--- config.mk ---
export PLATFORM = sky130hd
export DESIGN_NAME = alert_handler_init_seq
export DESIGN_NICKNAME = d
export VERILOG_FILES = /design/src/rtl/alert_pkg.sv /design/src/rtl/alert_handler_init_seq_prim_count.sv /design/src/rtl/alert_handler_init_seq.sv
export SDC_FILE = /design/constraint.sdc
export NUM_CORES = 1
export LEC_CHECK = 0
export ABC_AREA = 1
export BUFFER_PORTS_ARGS = -buffer_cell sky130_fd_sc_hd__buf_4
export CORE_MARGIN = 4
export CORE_UTILIZATION = 55
export CTS_CLUSTER_DIAMETER = 120
export CTS_CLUSTER_SIZE = 16
export DETAILED_ROUTE_END_ITERATION = 16
export PLACE_DENSITY = 0.75
export SLEW_MARGIN = 10
export SYNTH_ARGS = -nofsm -noshare
export SYNTH_HDL_FRONTEND = slang
export SYNTH_SLANG_ARGS = --single-unit
--- constraint.sdc ---
create_clock -name clk_i -period 1.8 [get_ports clk_i]
set_clock_uncertainty 0.2 [all_clocks]
set_input_delay 0.09 -clock clk_i [delete_from_list [all_inputs] [get_ports clk_i]]
set_output_delay 0.09 -clock clk_i [all_outputs]
set_load 0.02 [all_outputs]
--- src/rtl/alert_pkg.sv ---
// Shared alert handler definitions used by the per-channel init sequencer:
// multibit trigger encodings, sparse FSM state encoding and default timing.
package alert_pkg;

    // Four-bit multibit boolean carried on the init trigger.
    typedef logic [3:0] mubi4_t;

    localparam mubi4_t MuBi4True  = 4'h6;
    localparam mubi4_t MuBi4False = 4'h9;

    // Default cycle budgets for the init handshake and post-ack settling.
    localparam int unsigned AlertInitTimeoutCycles = 256;
    localparam int unsigned AlertInitSettleCycles  = 4;

    // Sparse state encoding: every pair of legal states differs in at least
    // three bits, so a single upset lands on an illegal code.
    typedef enum logic [5:0] {
        StInit   = 6'b100110,
        StSettle = 6'b011011,
        StReady  = 6'b110001
    } alert_init_st_e;

    // Fail-safe decode: only the exact "false" code counts as inactive.
    function automatic logic mubi4IsActive(input mubi4_t val);
        return (val != MuBi4False);
    endfunction

endpackage

--- src/rtl/alert_handler_init_seq_prim_count.sv ---
// prim_count: hardened saturating up-counter with clear and increment.
// The value is kept in two redundant registers; any disagreement between
// them is reported on o_err so the owner can fall back to a safe state.
module prim_count #(
    parameter int unsigned Width = 16
) (
    input  logic             clk_i,
    input  logic             rst_i,
    input  logic             i_clr,
    input  logic             i_incr,
    output logic [Width-1:0] o_count,
    output logic             o_err
);

    logic [Width-1:0] r_count;
    logic [Width-1:0] r_countDup;
    logic [Width-1:0] w_countNext;

    // Next value: clear wins over increment, increment stops at all-ones.
    always_comb begin
        w_countNext = r_count;
        if (i_clr) begin
            w_countNext = '0;
        end else if (i_incr && (r_count != '1)) begin
            w_countNext = r_count + 1'b1;
        end
    end

    // Both copies load the same next value; they only diverge on a fault.
    always_ff @(posedge clk_i) begin
        if (rst_i) begin
            r_count    <= '0;
            r_countDup <= '0;
        end else begin
            r_count    <= w_countNext;
            r_countDup <= w_countNext;
        end
    end

    assign o_count = r_count;
    assign o_err   = (r_count != r_countDup);

endmodule

--- src/rtl/alert_handler_init_seq.sv ---
// alert_handler_init_seq: per-channel re-initialization sequencer.
// Holds the channel masked while its receiver is (re)initializing, then
// unmasks after a short settle period. Optional macro
// ALERT_HANDLER_INIT_TIMEOUT_EN enables timeout detection on init_fail_o.
module alert_handler_init_seq
    import alert_pkg::*;
#(
    parameter int unsigned TimeoutCycles = AlertInitTimeoutCycles,
    parameter int unsigned SettleCycles  = AlertInitSettleCycles,
    parameter int unsigned CntW          = 16
) (
    input  logic       clk_i,
    input  logic       rst_i,
    input  logic [3:0] init_trig_i,
    input  logic       init_ack_i,
    output logic       init_req_o,
    output logic       mask_o,
    output logic       init_fail_o
);

    localparam logic [CntW-1:0] TimeoutLast = CntW'(TimeoutCycles - 1);
    localparam logic [CntW-1:0] SettleLast  = CntW'(SettleCycles);

    alert_init_st_e  r_state;
    alert_init_st_e  w_nextState;
    logic            w_trigActive;
    logic            w_cntClr;
    logic            w_cntIncr;
    logic            w_cntErr;
    logic            w_failSet;
    logic [CntW-1:0] w_count;

    assign w_trigActive = mubi4IsActive(mubi4_t'(init_trig_i));

    prim_count #(
        .Width (CntW)
    ) u_prim_count (
        .clk_i   (clk_i),
        .rst_i   (rst_i),
        .i_clr   (w_cntClr),
        .i_incr  (w_cntIncr),
        .o_count (w_count),
        .o_err   (w_cntErr)
    );

    // Next-state and counter control; trigger beats ack, ack beats timeout.
    always_comb begin
        w_nextState = r_state;
        w_cntClr    = 1'b0;
        w_cntIncr   = 1'b0;
        w_failSet   = 1'b0;
        unique case (r_state)
            StInit: begin
                if (w_trigActive) begin
                    w_cntClr = 1'b1;
                end else if (init_ack_i) begin
                    w_nextState = StSettle;
                    w_cntClr    = 1'b1;
                end else begin
`ifdef ALERT_HANDLER_INIT_TIMEOUT_EN
                    if (w_count >= TimeoutLast) begin
                        w_failSet = 1'b1;
                        w_cntClr  = 1'b1;
                    end else begin
                        w_cntIncr = 1'b1;
                    end
`else
                    w_cntClr = 1'b1;
`endif
                end
            end
            StSettle: begin
                if (w_trigActive) begin
                    w_nextState = StInit;
                    w_cntClr    = 1'b1;
                end else if (w_count >= SettleLast) begin
                    w_nextState = StReady;
                    w_cntClr    = 1'b1;
                end else begin
                    w_cntIncr = 1'b1;
                end
            end
            StReady: begin
                if (w_trigActive) begin
                    w_nextState = StInit;
                    w_cntClr    = 1'b1;
                end
            end
            default: begin
                w_nextState = StInit;
                w_cntClr    = 1'b1;
            end
        endcase
        if (w_cntErr) begin
            w_nextState = StInit;
            w_cntClr    = 1'b1;
            w_failSet   = 1'b0;
        end
    end

    // State register; reset restarts the handshake from StInit.
    always_ff @(posedge clk_i) begin
        if (rst_i) begin
            r_state <= StInit;
        end else begin
            r_state <= w_nextState;
        end
    end

`ifdef ALERT_HANDLER_INIT_TIMEOUT_EN
    logic r_fail;

    // Registered one-cycle timeout pulse.
    always_ff @(posedge clk_i) begin
        if (rst_i) begin
            r_fail <= 1'b0;
        end else begin
            r_fail <= w_failSet;
        end
    end

    assign init_fail_o = r_fail;
`else
    logic w_unusedTimeout;
    assign w_unusedTimeout = (w_count == TimeoutLast) | w_failSet;
    assign init_fail_o     = 1'b0;
`endif

    // Moore outputs; illegal codes look like StInit (requesting and masked).
    assign init_req_o = (r_state != StSettle) && (r_state != StReady);
    assign mask_o     = (r_state != StReady);

endmodule

== Word-level counts from Yosys, hierarchy flattened ==
Index checks and enable logic that the tools add are counted.

* Bits in registers: 22
* Input bits: 7
* Output and inout port bits: 3
* Logic and storage cells: 32

* Add/subtract/negate cells: 1
* Magnitude comparators: 1
* Eq/ne operators: 11
* Muxes and demuxes: 13
* Reduce and logical (&&, ||, !) cells: 4

{| class="wikitable"
|+ Operator list
! kind !! count
|-
| $mux W6 || 5
|-
| $pmux W6 S3 || 1
|-
| $add A16 B1 Y16 const B || 1
|-
| $ge A16 B3 Y1 const B || 1
|-
| $ne A16 B16 Y1 const B || 1
|-
| $eq A6 B6 Y1 const B || 2
|-
| $eq A6 B5 Y1 const B || 1
|-
| $mux W1 || 6
|-
| $ne A2 B2 Y1 const B || 3
|-
| $ne A6 B5 Y1 const B || 1
|-
| $ne A6 B6 Y1 const B || 1
|-
| $ne A4 B4 Y1 const B || 1
|-
| $reduce_and A4 Y1 || 1
|-
| $ne A3 B3 Y1 const B || 1
|-
| $logic_and A1 B1 Y1 || 2
|-
| $pmux W1 S2 || 1
|-
| $reduce_or A2 Y1 || 1
|}

== Depth between registers and ports, before layout ==
* Depth in word-level cells: 5
* Depth in mapped cells: 10
* Mapped depth without buffers: 10

== Cells and area by module ==
Synthesis repeated with hierarchy kept, for this count alone.

* Cell total of the unflattened synthesis: 226
* Area total of the unflattened synthesis: 1422.6 um^2

{| class="wikitable"
|+ By module, submodules not included
! module !! times used !! cells an instance !! area an instance (um^2) !! seq. area each (um^2)
|-
| prim_count || 1 || 158 || 1016.0 || 320.3
|-
| alert_handler_init_seq || 1 || 68 || 406.6 || 100.1
|}

== Worst setup path after synthesis ==
No wires, ideal clock.

* Path kind: flip-flop to flip-flop
* Start point: register r_state[2]
* End point: register u_prim_count.r_count[10] (netlist: u_prim_count.o_count[10])
* Setup time: 112 ps
* Data arrival time: 1034 ps
* Data required time: 1488 ps
* Path slack: 455 ps
* Cell stages (with the launch flop): 9
* Buffers on the path: 1
* Clock period less this slack: 1345 ps
* Cells stage by stage: dfxtp_1 > inv_1 > nand3_1 > nor2_2 > inv_1 > nand2_2 > nand3_4 > buf_6 > nor2_2

* Word-level cells in the longest chain between the ends: 3
* Elaborated cells on any way between the ends: 6
* Those cells by class: 2 x eq/ne; 2 x mux; 2 x reduce/logical

{| class="wikitable"
|+ RTL lines
! what !! line !! RTL
|-
| start: declaration || alert_handler_init_seq.sv:24 || <nowiki>alert_init_st_e r_state;</nowiki>
|-
| start signal: assignment || alert_handler_init_seq.sv:104 || <nowiki>r_state <= StInit;</nowiki>
|-
| start signal: assignment || alert_handler_init_seq.sv:106 || <nowiki>r_state <= w_nextState;</nowiki>
|-
| $eq A6 B6 Y1 or $eq A6 B5 Y1 (tied branches) || alert_handler_init_seq.sv:52 || <nowiki>unique case (r_state)</nowiki>
|-
| $pmux W1 S2 or $mux W1 (tied branches) || alert_handler_init_seq.sv:52 ||
|-
| $reduce_or A2 Y1 (no source line) or $logic_and A1 B1 Y1 (tied branches) || -- ||
|-
| end signal: assignment || alert_handler_init_seq_prim_count.sv:35 || <nowiki>r_count <= w_countNext;</nowiki>
|-
| end: declaration || alert_handler_init_seq_prim_count.sv:15 || <nowiki>logic [Width-1:0] r_count;</nowiki>
|}

Several ways; a longest one is shown, not always the timed one.
A chain may end at the register's enable or synchronous reset.

== Worst setup path after layout ==
* Start point: register r_state[4]
* End point: register r_state[2]

* Word-level cells in the longest chain between the ends: 3
* Elaborated cells on any way between the ends: 9
* Those cells by class: 7 x eq/ne; 1 x mux; 1 x reduce/logical

{| class="wikitable"
|+ RTL lines
! what !! line
|-
| $eq A6 B5 Y1 or $eq A6 B6 Y1 (tied branches) || alert_handler_init_seq.sv:52
|-
| $ne A3 B3 Y1 (no source line) or $ne A2 B2 Y1 (tied branches) || --
|-
| $reduce_and A4 Y1 (no source line) || --
|}

Several ways; a longest one is shown, not always the timed one.

==> key figures <==
Outcome
  – Outcome: completed

Flow run
  – Max_cap viols: 0

Routing
  – # DRC: 0
  – Final ANT Viol Nets: 0
  – Drt pass-1 iters: 4
  – DR vias: 724
  – Via density: 4.67
  – Starting DRT DRC Count: 15
  – Total routed wirelength: 1550 um
  – Routed len/inst: 9.99 um

Pwr
  – Worst VDD drop: 809 uV
  – Flop pwr share: 50.6%
  – Comb pwr share: 28.8%
  – Int Pwr: 712 uW
  – Switching Power: 336 uW
  – PwrDens: 989 mW/mm^2
  – Net Sw Frac: 32.1%
  – Clk pwr share: 20.6%
  – Leak: 0.473 nW

Setup path
  – Worst setup SP type: register
  – FF-to-FF setup slack: 0.13 ns
  – Worst reg2reg path endpoint: r_state[2]
  – CP bufs+invs: 2
  – CP Data Required Time: 1.84 ns
  – CP max stage delay: 0.58 ns
  – Reg-to-reg startpoint: r_state[4]
  – Worst Path Class, Setup: register to register
  – Reg2reg path depth: 6
  – Crit-path cells: inv_1 > nand2_1 > nor2_2 > nand2_1 > dlygate4sd3_1 > nand3_1
  – Crit-path slowest cell: dlygate4sd3_1
  – Crit path max-delay family: buffers and inverters
  – Most used cell, CP: nand2_1
  – Crit end category: register
  – CP arrival: 1.71 ns
  – Crit path max fanout: 4

GRT
  – Largest net degree at the start of global routing: 15
  – GR Overflow Total: 0
  – First-pass GRT wire length: 2860 um
  – Vias in the first global route: 749
  – Antenna violations before repair: 0
  – Total track usage: 15.1%

Synth
  – Cell taking the most area after synthesis: dfxtp_1
  – Syn nets: 135
  – Asr flop ratio synth: 0%
  – Primary FF master, synth: dfxtp_1
  – Avg Inst Size Synth: 7.46 um^2
  – Synth Register Bits: 21
  – Post-Syn Instances: 126
  – Top-count cell post-synth: inv_1
  – Yosys cell types: 16
  – Sequential area share after synthesis: 44.7%
  – Area share of the largest cell type after synthesis: 44.7%
  – Yosys Warn Count: 0
  – Top cells by area, synth: dfxtp_1 (45%), inv_1 (12%), nor2_2 (11%)
  – Top cells by instance count after synthesis: inv_1 (29), dfxtp_1 (21), nand2_1 (18), nor2_2 (17), nor2_1 (15)
  – Mapped Area: 940 um^2
  – Post-synth EDFFs: 0

Clock network
  – Clk sinks: 21
  – Post-CTS Setup Bufs: 0
  – Htree depth: 1
  – Max clock buf depth: 2
  – TritonCTS Buffers: 3
  – Root Buffer: clkbuf_4
  – Clk_lat worst skew: 0.29 ns
  – CTS tree: yes
  – Clock slew at reported path FFs: 0.10 ns

Timing
  – Endpoints failing setup: 0
  – RSZ-0062 raised after global routing: false
  – Final Cycle Share: 92.6%
  – Final-report max-slew violation count: 0
  – Final hold violation count: 0
  – Minimum clock period: 1.67 ns
  – Setup TNS: 0 ns
  – Max Clk Rate: 600 MHz

Placed design
  – HPWL after DPL: 1180 um
  – Port bufs: 8
  – GP Congestion: 0.723
  – Placed Area: 0.00100 mm^2

Cells and area
  – Syn-to-layout area delta: 12.8%
  – Design area: 0.00106 mm^2
  – Antenna diodes: 0
  – Layout cells sized above 1: 25.9%
  – Final Net Count: 149
  – Area of the multi-input gates: 390 um^2
  – Fill count: 152
  – Register area: 420 um^2
  – Final core occ: 68.0%

Floorplanning
  – Core footprint: 0.00156 mm^2
  – Chip Height: 49.3 um
  – I/O Pins: 10
  – Starting Density: 60.3%
  – Row cnt: 14
  – Die ar.: 0.00243 mm^2
  – Die width: 49.3 um

Worst hold path
  – WHS Path Cells: 6
  – Hold Path Class: input pin to register
  – Hold_sp: init_trig_i[2]
  – Hold EP: r_state[3]
[tightest hold or removal path, delay by kind of cell]
kind,cells,cell delay (ns)
simple gates,5,0.33
buf+inv,1,0.08
[cell usage in the layout, fill, tap and decap left out, drive strengths merged]
cell type    instances
dlygate4sd3          3
conb                 1
nor2                32
buf                  8
nand2               21
dfxtp               21
ha                   2
nand3b               1
inv                 30
a21oi                2
clkbuf               4
nand3               14
[logic make-up (layout without fill, tap and decap cells)]
family | after synthesis | after routing | share of synthesized area, %
other | 1 | 1 | 0.399
and+or+nand+nor | 68 | 68 | 37.1
buffers and inverters | 32 | 45 | 14.0
adders and majority gates | 2 | 2 | 2.66
AOI/OAI and AO/OA | 2 | 2 | 1.07
DFF | 21 | 21 | 44.7
[timing repair]
action                                 4_1_cts  5_1_grt
endpoints found under the hold margin        7        0
setup endpoints to repair                    0        1
resized for setup                            0        1
hold buffers                                 3        0
[sequential cells by signal (all words and copies together) (netlist names)]
name and flops:
r_state 5, u_prim_count.o_count 16
[power by group through the flow]
stage | registers, mW | logic [mW] | clock network (mW)
2_1_floorplan | 0.535 | 0.203 | 0
3_3_place_gp | 0.540 | 0.250 | 0
3_5_place_dp | 0.540 | 0.258 | 0
4_1_cts | 0.529 | 0.286 | 0.226
5_1_grt | 0.536 | 0.346 | 0.248
6_report | 0.530 | 0.302 | 0.216
[stage by stage]
stage | std cells | power (mW) | worst slack (ns) | hold slack [ns]
floorplan | 126 | 0.738 | 0.455 | -0.0382
detailed placement | 148 | 0.797 | 0.311 | 0.0826
CTS | 155 | 1.04 | 0.108 | 0.0132
global route | 155 | 1.13 | 0.0265 | 0.0467
finish | 155 | 1.05 | 0.132 | 0.0406
global placement | 148 | 0.789 | 0.340 | 0.0777
[routing by layer]
layer	global-route usage, %	wire length [um]
met1	16.0	639
met2	27.7	826
met3	2.75	51
met4	8.53	30
met5	0	0
[layout make-up]
type | instances | area share [%]
Tap cell | 16 | 1.89
Multi-Input combinational cell | 73 | 36.8
Sequential cell | 21 | 39.7
Clock buffer | 4 | 2.48
Timing Repair Buffer | 11 | 8.50
Inverter | 30 | 10.6
[worst max path at each step]
stage / start / to / slack, ns / depth (start not counted)
4_1_cts: r_state[1] / r_state[2] / 0.11 / 5
3_5_place_dp: u_prim_count.o_count[12] / u_prim_count.o_count[2] / 0.31 / 7
3_3_place_gp: u_prim_count.o_count[12] / u_prim_count.o_count[2] / 0.34 / 7
6_report: r_state[4] / r_state[2] / 0.13 / 6
2_1_floorplan: r_state[2] / u_prim_count.o_count[10] / 0.45 / 8
5_1_grt: r_state[4] / r_state[2] / 0.03 / 6
Note: power is estimated with default switching activity, not from simulation.
